[config.mk]
export PLATFORM = sky130hd
export DESIGN_NAME = ai_paddle_tracker_flat
export DESIGN_NICKNAME = d
export VERILOG_FILES = /design/src/rtl/ai_paddle_tracker_if.sv /design/src/rtl/ai_paddle_tracker.sv /design/src/flat_wrapper.sv
export SDC_FILE = /design/constraint.sdc
export NUM_CORES = 1
export LEC_CHECK = 0
export CORE_ASPECT_RATIO = 1.75
export CORE_MARGIN = 2
export CORE_UTILIZATION = 37
export DETAILED_ROUTE_END_ITERATION = 12
export GPL_TIMING_DRIVEN = 0
export HOLD_SLACK_MARGIN = 0.1
export PLACE_DENSITY = 0.57
export SLEW_MARGIN = 20
export SYNTH_ARGS = -nofsm -noshare
export SYNTH_HDL_FRONTEND = slang
export SYNTH_SLANG_ARGS = --single-unit
[constraint.sdc]
create_clock -name clk -period 10.41 [get_ports clk]
set_input_delay 2.082 -clock clk [delete_from_list [all_inputs] [get_ports clk]]
set_output_delay 2.082 -clock clk [all_outputs]
set_load 0.1 [all_outputs]
[src/rtl/ai_paddle_tracker_if.sv]
// Signal bundle between the ball-physics block, the computer-opponent paddle and the renderer.
// The master modport belongs to the paddle tracker.
interface ai_paddle_tracker_if #(
  parameter int POS_W = 10
);
  logic [POS_W-1:0] ball_v;
  logic [1:0]       mode;
  logic [POS_W-1:0] paddle_h;
  logic [POS_W-1:0] paddle_v;
  logic             moving_up;
  logic             moving_dn;
  logic             tick;

  modport master (
    input  ball_v, mode,
    output paddle_h, paddle_v, moving_up, moving_dn, tick
  );

  modport slave (
    output ball_v, mode,
    input  paddle_h, paddle_v, moving_up, moving_dn, tick
  );
endinterface

[src/rtl/ai_paddle_tracker.sv]
// Computer-opponent paddle: steps one paddle toward a live or delayed copy of the ball
// once per movement tick, clamped to the playfield, with a homing mode and a freeze mode.
module ai_paddle_tracker #(
  parameter int POS_W       = 10,
  parameter int DELAY_DEPTH = 8,
  parameter int TICK_DIV    = 1048576,
  parameter int STEP        = 3,
  parameter int DEADBAND    = 2,
  parameter int PADDLE_H    = 80,
  parameter int PADDLE_X    = 620,
  parameter int TOP_BOUND   = 10,
  parameter int BOT_BOUND   = 470,
  parameter int HOME_V      = 200
) (
  input  logic                  clk,
  input  logic                  rst,
  ai_paddle_tracker_if.master   bus
);

  localparam int CNT_W  = $clog2(TICK_DIV);
  localparam int FILL_W = $clog2(DELAY_DEPTH + 1);
  localparam int W      = POS_W + 2;

  localparam logic [CNT_W-1:0]    CNT_LAST = CNT_W'(TICK_DIV - 1);
  localparam logic [FILL_W-1:0]   FILL_MAX = FILL_W'(DELAY_DEPTH);
  localparam logic [POS_W-1:0]    HOME_P   = POS_W'(HOME_V);
  localparam logic [POS_W-1:0]    TOP_P    = POS_W'(TOP_BOUND);
  localparam logic [POS_W-1:0]    MAXV_P   = POS_W'(BOT_BOUND - PADDLE_H);
  localparam logic signed [W-1:0] HALF_S   = W'(PADDLE_H / 2);
  localparam logic signed [W-1:0] DB_S     = W'(DEADBAND);
  localparam logic signed [W-1:0] STEP_S   = W'(STEP);
  localparam logic signed [W-1:0] TOP_S    = W'(TOP_BOUND);
  localparam logic signed [W-1:0] MAXV_S   = W'(BOT_BOUND - PADDLE_H);
  localparam logic signed [W-1:0] HOME_S   = W'(HOME_V);
  localparam logic signed [W-1:0] HOME_C_S = W'(HOME_V + PADDLE_H / 2);

  typedef enum logic [1:0] {
    S_HOLD,
    S_TRACK,
    S_RETURN
  } state_t;

  logic [CNT_W-1:0]    cnt;
  logic                tick;
  logic [POS_W-1:0]    line [DELAY_DEPTH];
  logic [FILL_W-1:0]   fill;
  logic [FILL_W-1:0]   fill_after;
  logic                fill_ready;
  state_t              state;
  state_t              state_next;
  logic [POS_W-1:0]    pv;
  logic [POS_W-1:0]    pv_next;
  logic                up_q;
  logic                dn_q;
  logic signed [W-1:0] pv_s;
  logic signed [W-1:0] centre_s;
  logic signed [W-1:0] target_s;
  logic signed [W-1:0] step_up_s;
  logic signed [W-1:0] step_dn_s;
  logic signed [W-1:0] gap_s;
  logic signed [W-1:0] ret_step_s;

  assign tick = (cnt == CNT_LAST);

  always_ff @(posedge clk or negedge rst) begin
    if (!rst) begin
      cnt <= '0;
    end else if (tick) begin
      cnt <= '0;
    end else begin
      cnt <= cnt + 1'b1;
    end
  end

  // The delay line keeps filling in every mode so a return to delayed tracking needs no refill.
  always_ff @(posedge clk or negedge rst) begin
    if (!rst) begin
      for (int i = 0; i < DELAY_DEPTH; i++) begin
        line[i] <= '0;
      end
      fill <= '0;
    end else if (tick) begin
      line[0] <= bus.ball_v;
      for (int i = 1; i < DELAY_DEPTH; i++) begin
        line[i] <= line[i-1];
      end
      if (fill != FILL_MAX) begin
        fill <= fill + 1'b1;
      end
    end
  end

  assign fill_after = (fill == FILL_MAX) ? fill : fill + 1'b1;
  assign fill_ready = (fill_after == FILL_MAX);

  always_comb begin
    state_next = state;
    if (bus.mode == 2'b11) begin
      state_next = S_HOLD;
    end else begin
      case (state)
        S_HOLD: begin
          if ((bus.mode == 2'b01 && fill_ready) || bus.mode == 2'b10) begin
            state_next = S_TRACK;
          end else if (bus.mode == 2'b00) begin
            state_next = S_RETURN;
          end
        end
        S_TRACK: begin
          if (bus.mode == 2'b00) begin
            state_next = S_RETURN;
          end
        end
        S_RETURN: begin
          if (bus.mode == 2'b00 && pv == HOME_P) begin
            state_next = S_HOLD;
          end else if ((bus.mode == 2'b01 && fill_ready) || bus.mode == 2'b10) begin
            state_next = S_TRACK;
          end
        end
        default: state_next = S_HOLD;
      endcase
    end
  end

  // Signed arithmetic two bits wider than the bus so neither sums nor differences can wrap.
  always_comb begin
    pv_s       = $signed({2'b00, pv});
    centre_s   = pv_s + HALF_S;
    step_up_s  = pv_s + STEP_S;
    step_dn_s  = pv_s - STEP_S;
    gap_s      = (pv_s > HOME_S) ? (pv_s - HOME_S) : (HOME_S - pv_s);
    ret_step_s = (gap_s < STEP_S) ? gap_s : STEP_S;
    case (bus.mode)
      2'b01:   target_s = $signed({2'b00, line[DELAY_DEPTH-1]});
      2'b10:   target_s = $signed({2'b00, bus.ball_v});
      default: target_s = HOME_C_S;
    endcase
  end

  always_comb begin
    pv_next = pv;
    if (bus.mode != 2'b11) begin
      if (state == S_TRACK) begin
        if (target_s > centre_s + DB_S) begin
          pv_next = (step_up_s > MAXV_S) ? MAXV_P : POS_W'(step_up_s);
        end else if (target_s < centre_s - DB_S) begin
          pv_next = (step_dn_s < TOP_S) ? TOP_P : POS_W'(step_dn_s);
        end
      end else if (state == S_RETURN) begin
        if (pv_s > HOME_S) begin
          pv_next = POS_W'(pv_s - ret_step_s);
        end else if (pv_s < HOME_S) begin
          pv_next = POS_W'(pv_s + ret_step_s);
        end
      end
    end
  end

  // Direction flags compare old and new position, so a clamped step reports no movement.
  always_ff @(posedge clk or negedge rst) begin
    if (!rst) begin
      state <= S_HOLD;
      pv    <= HOME_P;
      up_q  <= 1'b0;
      dn_q  <= 1'b0;
    end else if (tick) begin
      state <= state_next;
      pv    <= pv_next;
      up_q  <= (pv_next < pv);
      dn_q  <= (pv_next > pv);
    end
  end

  assign bus.paddle_h  = POS_W'(PADDLE_X);
  assign bus.paddle_v  = pv;
  assign bus.moving_up = up_q;
  assign bus.moving_dn = dn_q;
  assign bus.tick      = tick;

endmodule
[src/flat_wrapper.sv]
// flat-port wrapper written by rule: the top's interface ports become plain ports
module ai_paddle_tracker_flat 
#(
  parameter int POS_W       = 10,
  parameter int DELAY_DEPTH = 8,
  parameter int TICK_DIV    = 1048576,
  parameter int STEP        = 3,
  parameter int DEADBAND    = 2,
  parameter int PADDLE_H    = 80,
  parameter int PADDLE_X    = 620,
  parameter int TOP_BOUND   = 10,
  parameter int BOT_BOUND   = 470,
  parameter int HOME_V      = 200
)
  (clk, rst, bus_ball_v, bus_mode, bus_paddle_h, bus_paddle_v, bus_moving_up, bus_moving_dn, bus_tick);
  ai_paddle_tracker_if #(.POS_W(POS_W)) bus_i ();
  input  logic clk;
  input  logic rst;
  input wire logic [$bits(bus_i.ball_v)-1:0] bus_ball_v;
  input wire logic [$bits(bus_i.mode)-1:0] bus_mode;
  output wire logic [$bits(bus_i.paddle_h)-1:0] bus_paddle_h;
  output wire logic [$bits(bus_i.paddle_v)-1:0] bus_paddle_v;
  output wire logic [$bits(bus_i.moving_up)-1:0] bus_moving_up;
  output wire logic [$bits(bus_i.moving_dn)-1:0] bus_moving_dn;
  output wire logic [$bits(bus_i.tick)-1:0] bus_tick;
  assign bus_i.ball_v = bus_ball_v;
  assign bus_i.mode = bus_mode;
  assign bus_paddle_h = bus_i.paddle_h;
  assign bus_paddle_v = bus_i.paddle_v;
  assign bus_moving_up = bus_i.moving_up;
  assign bus_moving_dn = bus_i.moving_dn;
  assign bus_tick = bus_i.tick;
  ai_paddle_tracker #(.POS_W(POS_W), .DELAY_DEPTH(DELAY_DEPTH), .TICK_DIV(TICK_DIV), .STEP(STEP), .DEADBAND(DEADBAND), .PADDLE_H(PADDLE_H), .PADDLE_X(PADDLE_X), .TOP_BOUND(TOP_BOUND), .BOT_BOUND(BOT_BOUND), .HOME_V(HOME_V)) u_core (.clk(clk), .rst(rst), .bus(bus_i));
endmodule
---- After elaboration in Yosys (flattened, before gate mapping) ----
Index checks and enable logic that the tools add are counted.
cells by class
  add/sub/neg operators ................... 11
  order comparisons ....................... 9
  equal/unequal tests ..................... 12
  mux-type cells .......................... 20
  reductions and logical operators ........ 7
operators with widths
  cell                     number
  $mux W10                 10
  $add A20 B1 Y20 const B  1
  $eq A20 B20 Y1 const B   1
  $mux W20                 1
  $pmux W10 S2             1
  $add A12 B3 Y12 const B  1
  $gt A11 B12 Y1           1
  $gt A12 B10 Y1 const B   1
  $lt A11 B12 Y1           1
  $lt A12 B3 Y1 const B    1
  $lt A12 B5 Y1 const B    1
  $mux W12                 1
  $sub A12 B3 Y12 const B  1
  $add A10 B2 Y11 const B  1
  $add A10 B6 Y11 const B  1
  $sub A10 B2 Y11 const B  1
  $sub A10 B8 Y11 const B  1
  $sub A8 B10 Y11 const A  1
  $add A10 B10 Y10         1
  $eq A10 B8 Y1 const B    1
  $gt A10 B10 Y1           1
  $gt A10 B8 Y1 const B    1
  $lt A10 B10 Y1           1
  $lt A10 B8 Y1 const B    1
  15 further kinds         26
word-level totals
  flip-flop bits (word level) ............. 118
  bits of input ports ..................... 14
  output and inout port bits .............. 23
  logic and storage cells ................. 73

---- Logic depth before layout (Yosys ltp) ----
  word-level depth ........................ 11
  mapped depth ............................ 31
  mapped depth without buffers ............ 28

---- Least setup slack after synthesis ----
No wires, ideal clock.
  path type ............................... in2reg
  start ................................... input bus_mode[0]
  end ..................................... register u_core.up_q (netlist: u_core.bus.moving_up)
  arrival time ............................ 6.608 ns
  required time ........................... 10.341 ns
  setup slack ............................. 3.733 ns
  stages on the path ...................... 27
  path buffers ............................ 2
  cells stage by stage .................... inv_1 > ha_1 > clkbuf_1 > a22oi_1 > nor2b_1 > ha_1 > a21oi_1 > nand2_1 > a211o_1 > a2111oi_0 > nor3_2 > buf_2 > mux2i_1 > a221oi_1 > a21o_1 > o21bai_1 > ha_1 > nor2b_1 > o21a_1 > o21a_1 > o21a_1 > o21a_1 > o21ai_0 > a21oi_1 > a211o_1 > a21oi_1 > mux2_2
between the ends
  longest elaborated chain between the ends .. 8
  elaborated cells between the ends (all ways) .. 11
  those cells by class .................... order compare: 3; eq/ne: 3; mux: 5
RTL lines
  element                                       line                      source
  from (decl)                                   flat_wrapper.sv:20        input wire logic [$bits(bus_i.mode)-1:0] bus_mode;
  $eq A2 B2 Y1 or $eq A2 B1 Y1 (tied branches)  ai_paddle_tracker.sv:134  case (bus.mode)
  $pmux W10 S2                                  ai_paddle_tracker.sv:134
  $lt A11 B12 Y1                                ai_paddle_tracker.sv:147  end else if (target_s < centre_s - DB_S) begin
  $mux W10                                      ai_paddle_tracker.sv:147
  $mux W10                                      ai_paddle_tracker.sv:145  if (target_s > centre_s + DB_S) begin
  $mux W10                                      ai_paddle_tracker.sv:144  if (state == S_TRACK) begin
  $mux W10 (*)                                  ai_paddle_tracker.sv:143  if (bus.mode != 2'b11) begin
  net u_core.pv_next[1]                         ai_paddle_tracker.sv:52   logic [POS_W-1:0] pv_next;
  $lt A10 B10 Y1 (*)                            ai_paddle_tracker.sv:170  up_q <= (pv_next < pv);
  to (signal assigned)                          ai_paddle_tracker.sv:170
  to (decl)                                     ai_paddle_tracker.sv:53   logic up_q;
Mark *: on every way through the listed nets, which the timed path passes. The rest lies on a longest branch.
A chain may end at the register's enable or synchronous reset.

---- Worst setup path in the final report ----
Same ends and word-level chain as after synthesis.

==> results.txt <==
The max capacitance violation total is 0. In this run the deepest clock path goes through 2 buffers. The area added between synthesis and finish is 15.0%. In the synthesized netlist the dominant register cell turns out to be dfrtp_1. TritonCTS built the clock tree.

The portion of total power attributed to the clock network is 0.503. The final global-route overflow total is 0. The number of buffers inserted to repair setup after CTS came out at 0. The count of cell instances traversed by the critical path came out at 27. The maximum achievable frequency is 124 MHz. The arrival time of the worst setup path is 8.40 ns. For the final routed database, the setup TNS stands at 0 ns. The share of the synthesized area in the top cell type is 0.331. The clock-pin slew reported for the worst setup and hold paths after clock tree synthesis is 0.06 ns. The post-synthesis instance area came out at about 8700 um2.

The worst hold path cell count came out at 2. 37 I/O pins were placed. The global-route met3 utilization is 0.0288. The die extent in x came out at ~120 um.

The share of synthesized area spent on multiplexers is 0.0174. The total number of vias came out at between 7k and 8k. The switching power share of the total came out at 0.257. Ranked by total cell area, the synthesized netlist is headed by dfrtp_1, nand2_1, ha_1, xnor2_1, a21oi_1. Dividing the synthesized area by the synthesized cell count gives 8.17 um2. The number of max-slew violations in the final report is 0.

The weighted congestion reported at the end of routability-driven placement is just under 1. The number of global-route vias before repair is approximately 8k. The count of cell types in the netlist is between 90 and 100.

The shortest clock period the worst path allows after layout is 8.04 ns. The CTS buffer count is 17. The die height came out at 207 um. The startpoint type of the worst setup path is a primary input. The utilization after layout came out at 0.430. Dividing total power by cell area gives a power density of 119 nW/um2. After detailed routing, the number of remaining DRC violations is 0. The largest net degree at the start of global routing is 74. The path class of the tightest hold or removal check is flop to flop.

Of all nets on the critical path, the largest fanout is 10. The post-synthesis sequential area ratio came out at 0.340. The root buffer cell chosen for the clock tree is clkbuf_16. The busiest layer in global routing is met2. The share of total power dissipated in sequential elements is 0.387. The switching power came out at 0.306 mW. The number of nets in the final layout came out at approximately 1.2k. The post-route fraction of the period consumed by the critical path is 0.773. The antenna diode count came out at 0.

The dominant cell type by area after synthesis is dfrtp_1. The clock network latency to the later pin of the worst-skew pair came out at roughly 0.42 ns. The slew of the pin with the lowest slew margin came out at ~0.97 ns. The dominant delay contributor by cell family on the critical path is compound AO/OA/AOI/OAI gates. The largest vdd supply drop is 0.0924 mV.

The number of buffers added on ports is 26. The number of standard cells after synthesis came out at 1063. The critical path class is primary input to flop. Once layout is done, the placed cells without fillers occupy 9980 um2.

The via count normalized by instance count came out at 5.46. The xor and xnor fraction of the mapped netlist area is 0.0504. The number of placed instances, taps included is 1402. The count of yosys warnings during synthesis is 0.

The static leakage came out at approximately 4.7 nW. The core region area is 23200 um2. The synthesized-area fraction occupied by ao, oa, aoi and oai cells came out at 0.175. The total internal power came out at 0.884 mW. The synthesized design contains 0 enable-type register cells. The worst register-to-register path has a depth of 27. The number of sinks driven by the clock tree is between 100 and 150. Setup violations remaining at the end of the flow were counted as 0. The buffer and inverter count on the worst path came out at 3.

The met2 track demand over resource came out at 0.423. The met1 routing resource usage after global routing is 0.204. The non-filler instance count after layout came out at 1434.

In this run, synthesis produced a sequential element count of 118. The worst setup path is captured at a flop. The count of hold buffers inserted by post-cts repair came out at 0. The post-synthesis share of cell area spent on and, or, nand and nor gates is 0.252.

The share of total power dissipated in combinational logic is 0.110. The initial antenna violation count came out at 0. In this design, the stage delay of the slowest critical-path cell is 0.57 ns. The global-route wire length before repair came out at 41.5 mm.

For this configuration, the core starts out at a cell density of 0.374. The length of the first detailed-routing pass in iterations came out at 5. The quantity of gates resized following cts is 0. The async set-or-reset flop fraction in the synthesized netlist came out at 1.00.

The data required time at the worst endpoint came out at 10.77 ns. In the final layout, the share of cells above drive strength 1 is 0.0912. The relative slew slack came out at 0.352. After synthesis, the largest family of logic cells by area is simple AND/OR/NAND/NOR gates.

The count of antenna-violating nets left after detailed routing is 0. The clock arrives with 0.00671 ns of skew. For this design, the slowest cell found on the critical path is nor2_1. The run finished with clean final reports. Once placement finished, the instance area stood at ~9400 um2. After the first detailed-routing iteration, the DRC count stood at 505. The estimated wirelength of the detail-placed design came out at about 20 mm.

The H-tree generated during clock tree synthesis spans 4 levels. The die covers 24800 um2. In the global route stage, overall resource usage came out at 0.218. The count of standard-cell rows is 74. The total detailed-routing wirelength is 26.3 mm. Setup repair after global routing left no endpoint under its margin. The overall power of the completed layout is 1.19 mW.

The per-cell routed wire length is around 18 um. Counting stages on the worst path, the most repeated cell is o21a_1. The adder-cell share of the synthesized area is 0.0983. The number of hold-slack violations in the final timing report came out at 0.
-- final timing paths --
check,startpoint,to,slack [ns]
worst max-delay path,bus_mode[0],u_core.bus.moving_up,2.37
worst min-delay path,u_core.line[25],u_core.line[15],0.46
worst max register to register,u_core.bus.paddle_v[3],u_core.bus.moving_dn,2.79
worst min register to register,u_core.line[25],u_core.line[15],0.46
max in group asynchronous,rst,u_core.line[55],8.09
min in group asynchronous,rst,u_core.cnt[8],1.60
-- power groups by stage --
stage | Sequential [mW] | Clock, mW | Combinational (mW)
finish | 0.461 | 0.598 | 0.131
global route | 0.461 | 0.632 | 0.142
CTS | 0.461 | 0.610 | 0.130
detailed placement | 0.469 | 0 | 0.130
global placement | 0.469 | 0 | 0.128
floorplan | 0.470 | 0 | 0.0857
-- per-layer routing --
metal | wire length (um) | vias to the layer above
li1 | - | 3785
met1 | 9140 | 3747
met2 | 14300 | 209
met3 | 870 | 88
met4 | 2000 | 0
met5 | 0 | -
-- registers in the layout, indices dropped and copies added, names as in the netlist --
| register | count |
|---|---|
| u_core.bus.moving_dn | 1 |
| u_core.cnt | 20 |
| u_core.fill | 4 |
| u_core.bus.moving_up | 1 |
| u_core.line | 80 |
| u_core.bus.paddle_v | 10 |
| u_core.state | 2 |
-- cell usage after synthesis, drive strengths merged, types with 10 or more instances --
master	instances
xnor2	32
nor2b	15
nand2	304
nor2	54
nor3	19
and3	10
ha	65
clkbuf	38
o21ai	40
a21oi	50
dfrtp	115
inv	41
buf	27
nand3	29
nand4	17
xor2	18
a22oi	13
-- metrics by stage --
stage                     hold WS (ns)  worst slack [ns]
after floorplan                  0.439              3.73
after global placement           0.449              1.93
after detailed placement         0.449              1.96
after CTS                        0.459              2.37
after global routing             0.482              2.08
final                            0.456              2.37
-- kinds of logic after synthesis --
| kind of cell | count (synthesis) |
|---|---|
| and+or+nand+nor | 490 |
| AOI/OAI and AO/OA | 216 |
| DFF | 118 |
| buffers and inverters | 106 |
| adders and majority gates | 67 |
| xor gates and xnor gates | 50 |
| muxes | 14 |
| other | 2 |
-- layout by cell type, fill, tap and decap left out, types with 10 or more instances in the layout --
master	instances
a21oi_1	50
a22oi_1	13
and3_1	10
buf_2	10
buf_4	10
clkbuf_1	31
clkbuf_16	17
clkdlybuf4s50_1	25
conb_1	10
dfrtp_1	115
ha_1	65
inv_1	41
nand2_1	303
nand3_1	29
nand4_1	16
nor2_1	53
nor2b_1	15
nor3_1	18
o21ai_0	37
xnor2_1	32
xor2_1	18
-- worst reg2reg max path, stage by stage, from the launching register on --
cell	delay (ns)
dfstp_2	0.68
buf_2	0.29
clkbuf_1	0.36
inv_1	0.33
ha_1	0.37
nor2b_1	0.16
buf_6	0.16
o31ai_4	0.52
nand2_1	0.20
a32oi_1	0.29
nand4_2	0.22
o21ai_0	0.42
nand2_1	0.19
ha_1	0.38
a21oi_1	0.32
o2111ai_1	0.24
a21oi_1	0.24
o21bai_1	0.14
a221oi_1	0.32
xnor2_1	0.16
o22ai_1	0.09
o311a_1	0.20
a211o_1	0.33
o221a_2	0.13
ha_1	0.29
nand2_1	0.05
nor4_1	0.29
o31ai_1	0.11
-- layout make-up --
type | instances | area (um2)
plain buffers | 65 | 413
clock buffers | 19 | 443
clock inverters | 13 | 156
fillers | 2412 | 13300
inverters | 41 | 154
multi-input cells | 847 | 5190
flip-flops and latches | 118 | 2960
well taps | 304 | 380
repair buffers | 27 | 289
(Power assumes the default switching activity.)
